<file path="config.mk">
export PLATFORM = sky130hd
export DESIGN_NAME = lcb_buf_arbiter
export DESIGN_NICKNAME = d
export VERILOG_FILES = /design/src/rtl/lcb_arb_pkg.sv /design/src/rtl/lcb_arb_rr.sv /design/src/rtl/lcb_buf_arbiter.sv
export SDC_FILE = /design/constraint.sdc
export NUM_CORES = 1
export LEC_CHECK = 0
export ABC_AREA = 0
export ABC_CLOCK_PERIOD_IN_PS = 2800
export BUFFER_PORTS_ARGS = -buffer_cell sky130_fd_sc_hd__buf_4
export CAP_MARGIN = 20
export CORE_ASPECT_RATIO = 1.25
export CORE_MARGIN = 2
export CORE_UTILIZATION = 48
export DETAILED_ROUTE_END_ITERATION = 10
export PLACE_DENSITY = 0.86
export SLEW_MARGIN = 25
export SYNTH_ARGS = -nofsm -noshare
export SYNTH_HDL_FRONTEND = slang
export SYNTH_HIERARCHICAL = 1
export SYNTH_SLANG_ARGS = --single-unit
</file>
<file path="constraint.sdc">
create_clock -name clk -period 2.8 [get_ports clk]
set_input_delay 0.28 -clock clk [delete_from_list [all_inputs] [get_ports clk]]
set_output_delay 0.28 -clock clk [all_outputs]
set_load 0.03 [all_outputs]
</file>
<file path="src/rtl/lcb_arb_pkg.sv">
// Shared types, widths and the round-robin pick helper for the LCB buffer arbiter.
package lcb_arb_pkg;

    localparam int unsigned WRD_W = 12;
    localparam int unsigned ADR_W = 10;
    localparam int unsigned LCB_N = 4;
    localparam int unsigned IDX_W = 2;

    typedef enum logic [1:0] {
        IDLE    = 2'd0,
        GRANT   = 2'd1,
        RELEASE = 2'd2
    } arb_state_e;

    // One requester's view of the group-buffer port
    typedef struct packed {
        logic [WRD_W-1:0] wrd;
        logic [ADR_W-1:0] addr;
        logic             wren;
        logic [ADR_W-1:0] old_addr;
        logic             old_rden;
    } lcb_req_t;

    typedef struct packed {
        logic [IDX_W-1:0] idx;
        logic             valid;
    } rr_pick_t;

    // First set bit at or after ptr, wrapping; scanned far-to-near so the nearest wins
    function automatic rr_pick_t rr_pick(input logic [LCB_N-1:0] req, input logic [IDX_W-1:0] ptr);
        rr_pick_t         r;
        logic [IDX_W-1:0] i;
        r = '0;
        for (int k = LCB_N - 1; k >= 0; k--) begin
            i = ptr + IDX_W'(k);
            if (req[i]) begin
                r.idx   = i;
                r.valid = 1'b1;
            end
        end
        return r;
    endfunction

endpackage

</file>
<file path="src/rtl/lcb_arb_rr.sv">
// Combinational round-robin picker: lowest eligible index at or after the pointer.
module lcb_arb_rr
    import lcb_arb_pkg::*;
(
    input  logic [LCB_N-1:0] req,
    input  logic [IDX_W-1:0] ptr,
    output logic [IDX_W-1:0] idx,
    output logic             valid
);

    rr_pick_t pick;

    always_comb begin
        pick = rr_pick(req, ptr);
    end

    assign idx   = pick.idx;
    assign valid = pick.valid;

endmodule

</file>
<file path="src/rtl/lcb_buf_arbiter.sv">
// Round-robin owner of the shared group-buffer port for four LCB assemblers, with
// watchdog and buf_swch guard. Optional statistics ports under LCB_ARB_STATS_EN.
module lcb_buf_arbiter
    import lcb_arb_pkg::*;
#(
    parameter int unsigned N_REQ   = 4,
    parameter int unsigned TIMEOUT = 4095,
    parameter int unsigned TO_W    = 12
) (
    input  logic                   clk,
    input  logic                   reset,
    input  logic [N_REQ-1:0]       busy,
    input  logic [N_REQ*WRD_W-1:0] wrd_out,
    input  logic [N_REQ*ADR_W-1:0] wrd_addr,
    input  logic [N_REQ-1:0]       wren,
    input  logic [N_REQ*ADR_W-1:0] old_addr,
    input  logic [N_REQ-1:0]       old_rden,
    output logic [WRD_W-1:0]       old_wrd,
    input  logic [WRD_W-1:0]       comm_old_wrd,
    output logic [WRD_W-1:0]       comm_wrd_out,
    output logic [ADR_W-1:0]       comm_wrd_addr,
    output logic                   comm_wren,
    output logic [ADR_W-1:0]       comm_old_addr,
    output logic                   comm_old_rden,
    input  logic                   buf_swch,
    output logic [N_REQ-1:0]       grant,
    output logic [N_REQ-1:0]       to_err,
    input  logic                   err_clr
`ifdef LCB_ARB_STATS_EN
    ,
    output logic [63:0]            grant_cnt,
    output logic [TO_W-1:0]        max_hold
`endif
);

    localparam logic [TO_W-1:0] TO_LAST = TO_W'(TIMEOUT - 1);

    arb_state_e       state;
    arb_state_e       state_nxt;
    logic [IDX_W-1:0] gidx;
    logic [IDX_W-1:0] ptr;
    logic [LCB_N-1:0] lockout;
    logic [TO_W-1:0]  wd;

    logic [LCB_N-1:0] eligible;
    logic [IDX_W-1:0] pick_idx;
    logic             pick_valid;
    logic             issue;
    logic             rel;
    logic             tmo;
    logic [LCB_N-1:0] tmo_vec;

    logic             sw_s1;
    logic             sw_s2;
    logic             sw_s3;
    logic             sw_edge;
    logic             guard_q;
    logic             guard;

    lcb_req_t         req_bus [LCB_N];
    lcb_req_t         sel;
    lcb_req_t         hold_q;

    // Unpack the flat per-requester buses
    always_comb begin
        for (int i = 0; i < LCB_N; i++) begin
            req_bus[i].wrd      = wrd_out[i*WRD_W +: WRD_W];
            req_bus[i].addr     = wrd_addr[i*ADR_W +: ADR_W];
            req_bus[i].wren     = wren[i];
            req_bus[i].old_addr = old_addr[i*ADR_W +: ADR_W];
            req_bus[i].old_rden = old_rden[i];
        end
    end

    assign sel      = req_bus[gidx];
    assign eligible = busy & ~lockout;

    lcb_arb_rr u_rr (
        .req   (eligible),
        .ptr   (ptr),
        .idx   (pick_idx),
        .valid (pick_valid)
    );

    // buf_swch is asynchronous; any edge after synchronization blocks new grants for two cycles
    always_ff @(posedge clk or posedge reset) begin
        if (reset) begin
            sw_s1   <= 1'b0;
            sw_s2   <= 1'b0;
            sw_s3   <= 1'b0;
            guard_q <= 1'b0;
        end else begin
            sw_s1   <= buf_swch;
            sw_s2   <= sw_s1;
            sw_s3   <= sw_s2;
            guard_q <= sw_edge;
        end
    end

    assign sw_edge = sw_s2 ^ sw_s3;
    assign guard   = sw_edge | guard_q;

    always_ff @(posedge clk or posedge reset) begin
        if (reset) begin
            state <= IDLE;
        end else begin
            state <= state_nxt;
        end
    end

    // Next state; a busy drop takes precedence over a coincident timeout
    always_comb begin
        state_nxt = state;
        issue     = 1'b0;
        rel       = 1'b0;
        tmo       = 1'b0;
        case (state)
            IDLE: begin
                if (pick_valid && !guard) begin
                    issue     = 1'b1;
                    state_nxt = GRANT;
                end
            end
            GRANT: begin
                if (!busy[gidx]) begin
                    rel       = 1'b1;
                    state_nxt = RELEASE;
                end else if (wd == TO_LAST) begin
                    rel       = 1'b1;
                    tmo       = 1'b1;
                    state_nxt = RELEASE;
                end
            end
            RELEASE: state_nxt = IDLE;
            default: state_nxt = IDLE;
        endcase
    end

    assign tmo_vec = tmo ? (LCB_N'(1) << gidx) : '0;

    // Owner, pointer, watchdog, lockout, error flags and the hold copy of the last mux values
    always_ff @(posedge clk or posedge reset) begin
        if (reset) begin
            gidx    <= '0;
            grant   <= '0;
            ptr     <= '0;
            wd      <= '0;
            lockout <= '0;
            to_err  <= '0;
            hold_q  <= '0;
        end else begin
            if (issue) begin
                gidx  <= pick_idx;
                grant <= LCB_N'(1) << pick_idx;
                wd    <= '0;
            end else if (rel) begin
                grant <= '0;
                ptr   <= gidx + IDX_W'(1);
            end
            if (state == GRANT) begin
                wd     <= wd + TO_W'(1);
                hold_q <= sel;
            end
            lockout <= (lockout & busy) | tmo_vec;
            to_err  <= (err_clr ? '0 : to_err) | tmo_vec;
        end
    end

    // Mux outputs follow the registered owner; addresses/data hold outside GRANT
    always_comb begin
        comm_wrd_out  = hold_q.wrd;
        comm_wrd_addr = hold_q.addr;
        comm_old_addr = hold_q.old_addr;
        comm_wren     = 1'b0;
        comm_old_rden = 1'b0;
        if (state == GRANT) begin
            comm_wrd_out  = sel.wrd;
            comm_wrd_addr = sel.addr;
            comm_old_addr = sel.old_addr;
            comm_wren     = sel.wren;
            comm_old_rden = sel.old_rden;
        end
    end

    assign old_wrd = comm_old_wrd;

`ifdef LCB_ARB_STATS_EN
    logic [15:0]     gcnt_q [LCB_N];
    logic [TO_W-1:0] max_q;

    // Per-requester grant counts and longest hold observed at release
    always_ff @(posedge clk or posedge reset) begin
        if (reset) begin
            for (int i = 0; i < LCB_N; i++) gcnt_q[i] <= '0;
            max_q <= '0;
        end else if (err_clr) begin
            for (int i = 0; i < LCB_N; i++) gcnt_q[i] <= '0;
            max_q <= '0;
        end else begin
            if (issue) gcnt_q[pick_idx] <= gcnt_q[pick_idx] + 16'd1;
            if (rel && (wd > max_q)) max_q <= wd;
        end
    end

    assign grant_cnt = {gcnt_q[3], gcnt_q[2], gcnt_q[1], gcnt_q[0]};
    assign max_hold  = max_q;
`else
    // statistics ports and counters are not built
`endif

endmodule

</file>
======== After elaboration in Yosys (flattened, before gate mapping) ========
Index checks and enable logic that the tools add are counted.
word-level totals
  bits in registers ....................... 66
cells by class
  add/sub/neg operators ................... 5
  $lt $le $gt $ge ......................... 6
  equal/unequal tests ..................... 4
  shift-type cells ........................ 2
  mux-type cells .......................... 39
  bitwise operators ....................... 9
  reductions and logical operators ........ 7
operator list
  operator               count
  $bmux 34 s2            1
  $mux 34                2
  $mux 12                3
  $mux 10                2
  $mux 4                 4
  $lt 2x3->1 const B     5
  $mux 1                 14
  $add 12x1->12 const B  1
  $eq 12x12->1 const B   1
  $mux 3                 4
  $bmux 1 s2             5
  $and 4x4->4            2
  $or 4x4->4             2
  $shl 1x2->4 const A    2
  $mux 2                 3
  $add 2x1->2 const B    2
  $add 2x2->2 const B    2
  $not 4->4              1
  $pmux 2 s2             1
  $reduce_and 2->1       2
  $reduce_bool 2->1      2
  $ge 3x3->1 const B     1
  $ne 3x3->1 const B     1
  $not 2->3              1
  8 further kinds        8

======== Depth between registers and ports, before layout ========
  depth in word-level cells ............... 13
  depth in mapped cells ................... 9

======== Hierarchy ========
Netlist, hierarchy kept.
by module, submodules not included
  module           times used  cells an instance  area each (um^2)  seq. area each (um^2)
  lcb_buf_arbiter  1           344                3668.5            1651.6
  lcb_arb_rr       1           13                 77.6              0.0

======== Least setup slack after synthesis ========
No wires, ideal clock.
  path kind ............................... reg-to-output
  start ................................... reg gidx[0]
  end ..................................... out comm_old_addr[9]
  arrival ................................. 1.679 ns
  required time ........................... 2.520 ns
  slack ................................... 0.841 ns
  cell stages (with the launch flop) ...... 6
  buffers on the path ..................... 2
  cells stage by stage .................... dfrtp_1 > buf_2 > buf_2 > mux4_2 > nand2_1 > nand2_1
on the way
  cells in the longest elaborated chain, start to end .. 5
RTL lines
  what                                        line                    text
  start, declared                             lcb_buf_arbiter.sv:40   logic [IDX_W-1:0] gidx;
  start signal, assigned                      lcb_buf_arbiter.sv:153  gidx <= pick_idx;
  $not 2->3 (implied by the code)             lcb_buf_arbiter.sv:75   assign sel = req_bus[gidx];
  $bmux 34 s2                                 lcb_buf_arbiter.sv:75
  $mux 34 (implied by the code) (2 in a row)  lcb_buf_arbiter.sv:75
  $mux 10                                     lcb_buf_arbiter.sv:176  if (state == GRANT) begin
  end, declared                               lcb_buf_arbiter.sv:23   output logic [ADR_W-1:0] comm_old_addr,
Every way passes these cells. The select of a mux whose other input is x is not followed.

======== Worst setup path in the final report ========
  start ................................... reg gidx[0]
  end ..................................... out comm_wrd_addr[5]
on the way
  cells in the longest elaborated chain, start to end .. 5
RTL lines
  what                                        line                    text
  $not 2->3 (implied by the code)             lcb_buf_arbiter.sv:75
  $bmux 34 s2                                 lcb_buf_arbiter.sv:75
  $mux 34 (implied by the code) (2 in a row)  lcb_buf_arbiter.sv:75
  $mux 10                                     lcb_buf_arbiter.sv:176
  end, declared                               lcb_buf_arbiter.sv:21   output logic [ADR_W-1:0] comm_wrd_addr,
Every way passes these cells. The select of a mux whose other input is x is not followed.

==> results_dict.tcl <==
set metrics [dict create \
    outcome "completed" \
    worstSetupEndpointType "output pin" \
    ant_nets 0 \
    clock_path_buffers 2 \
    multi_input_area_mm2 0.001884 \
    power.share.clock 0.147 \
    drive_above_1_share 0.4765 \
    synth_adder_area_share 0.02004 \
    synthCells 357 \
    ys_seq_area_frac 0.4409 \
    synth_edf_count 0 \
    cts_sinks 66 \
    required_ns 2.52 \
    first_pass_iters 4 \
    min_path_type "input port to async pin" \
    mostFrequentLayoutCells "buf_4 (189), nand2_1 (125), dfrtp_1 (64), mux4_2 (35), nand3_1 (11)" \
    first_global_vias 3543 \
    instances_no_fill 626 \
    synth_cell_types 40 \
    cts_root_buf "clkbuf_8" \
    ir_worst_vdd_v 0.0007729 \
    routedWlPerCell_um 17.83 \
    pin_count 210 \
    area_growth_pct 42.99 \
    synthMuxAreaShare 0.2271 \
    cts_setup_buffers 0 \
    cts_max_level 3 \
    cts_tree "yes" \
    max_clock_freq_mhz 439.2 \
    fill_cells 581 \
    antenna_found_initial 0 \
    die_h_um 102.8 \
    p_sw_frac 0.4503 \
    hpwl_mm 8.606 \
    synth-xor-area-share 0.007014 \
    synth_seq_cells 66 \
    vias_per_cell 5.503 \
    p_int_mw 3.043 \
    finalSetupTns_ns 0 \
    post_cts_resized 0 \
    powerDensity_mw_per_mm2 1033 \
    antennaDiodeCount 0 \
    synth_ff_type "dfrtp_1" \
    rsz0062_at_grt "false" \
    p_leak_nw 2.663 \
    cp-start-kind "flip-flop" \
    cp.arrival_ns 2.00 \
    grt_max_degree 67 \
    relSlewSlack 0.4710 \
    path_max_fanout 34 \
    hold_viol_final 0 \
    final_area_mm2 0.005356 \
    cts_hold_buf 0 \
    core_mm2 0.007702 \
    pre_cts_ws_ns 0.6478 \
    critPathKind "flip-flop to output pin" \
    dpl_cell_area_mm2 0.005154 \
    die_w_um 83.02 \
    cap_violations 0 \
    synth_top_family_by_area "multiplexers" \
    avgSynthCellArea_um2 10.49 \
    pwr-share-comb 0.590 \
    maxSlewViolCount 0 \
    drt-initial-drc-count 253 \
    dieArea_mm2 0.008531 \
    switchingPower_mw 2.492 \
    gr-total-overflow 0 \
    syn_area_mm2 0.003746 \
    yosys_warnings 6 \
    clk_pin_slew_ns 0.08 \
    synth_fp_nets 519 \
    finClkSkew_ns 0.006628 \
    p_seq_frac 0.263 \
    dpl.cell_count 610 \
    synth_area_leaders "dfrtp_1 (44%), mux4_2 (21%), nand2_1 (13%), buf_4 (2.8%), ha_1 (2.0%)" \
    synth_compound_area_frac 0.04743 \
    clkLatencyLatePin_ns 0.34 \
    drc 0 \
    setup_ws_ns 0.5234 \
    fp-row-count 36 \
    place_congestion 0.9104 \
    async_flop_share 1.000 \
    placement.io_buffers 185 \
    start_util 0.4864 \
    cts_buffers 9 \
    mostFrequentLayoutCell "buf_4" \
    fin_crit_ns 2.277 \
    tightest_slew_ns 0.7869 \
    layout.nets 688 \
    seq_area_mm2 0.001654 \
    vias 3445 \
    synth_top_area_share 0.4409 \
    synthSimpleGateAreaFrac 0.1987 \
    period_share 0.8131 \
    grtUsageTotal 0.2606 \
    synth_top_cell_by_area "dfrtp_1" \
    wl_mm 11.16 \
    grt_pass1_wl_mm 17.14 \
    finalSetupViolCount 0 \
]
## synth_stat cells, types with 3 or more instances
cell type    n
and2_1       3
buf_2        4
ha_1         6
dfrtp_1     66
buf_4       14
clkbuf_1    12
o31ai_1      3
nand2b_1     4
inv_1       10
mux2i_1      4
nand2_1    125
nor2_1       7
mux4_2      35
a21oi_1      7
nand3_1     11
o21ai_0     10
nor2b_1      5
## stage by stage
step	hold WS (ns)	util	power, mW
final	0.01385	0.6954	5.535
after global routing	0.03384	0.6954	5.870
after CTS	0.02450	0.6954	5.561
after detailed placement	0.3404	0.6691	4.742
after global placement	0.3351	0.6691	4.654
after floorplan	0.3114	-	3.605
## layer usage
layer / wire (um) / global-route usage / up-vias
li1: - / - / 1569
met1: 4097 / 0.2991 / 1691
met2: 6016 / 0.4733 / 161
met3: 729 / 0.05444 / 24
met4: 317 / 0.1198 / 0
met5: 0 / 0 / -
## power by group through the flow
stage	registers (mW)	clock network [mW]	logic, mW
global placement	1.45	0	3.20
global route	1.49	0.870	3.51
CTS	1.45	0.820	3.29
detailed placement	1.47	0	3.27
floorplan	1.47	0	2.13
finish	1.45	0.815	3.27
## flip-flops by register name (all words and copies together) (netlist names)
signal / count
to_err: 4
gidx: 2
guard_q: 1
grant: 4
sw_s3: 1
ptr: 2
hold_q: 32
lockout: 4
wd: 12
sw_s1: 1
sw_s2: 1
state: 2
## logic make-up (layout without fill, tap and decap cells)
group / Yosys count / after routing
xor gates and xnor gates: 3 / 3
adders and majority gates: 6 / 6
and+or+nand+nor: 169 / 169
DFF: 66 / 66
buffers and inverters: 43 / 217
AOI/OAI and AO/OA: 29 / 29
muxes: 41 / 41
## area by class of cell
cell class,instances,area share
tap,95,0.02219
inverter,10,0.007008
timing repair buffer,191,0.2724
sequential,66,0.3088
clock inverter,6,0.01215
clock buffer,10,0.02569
multi-input combinational,248,0.3518
## critical path: stages (launching register included)
cell	delay, ns
dfrtp_2	0.43
buf_12	0.29
mux4_2	0.55
nand2_1	0.09
nand2_1	0.09
buf_4	0.18
## final timing paths
path	start	endpoint	depth (start not counted)	slack [ns]
worst max-delay path	gidx[0]	comm_wrd_addr[5]	5	0.52
worst min-delay path	reset	hold_q[30]	3	0.01
worst max register to register	lockout[1]	grant[0]	7	0.61
worst min register to register	sw_s1	sw_s2	0	0.35
max in group asynchronous	reset	gidx[0]	3	2.49
min in group clk	buf_swch	sw_s1	1	0.06
(Power assumes the default switching activity.)
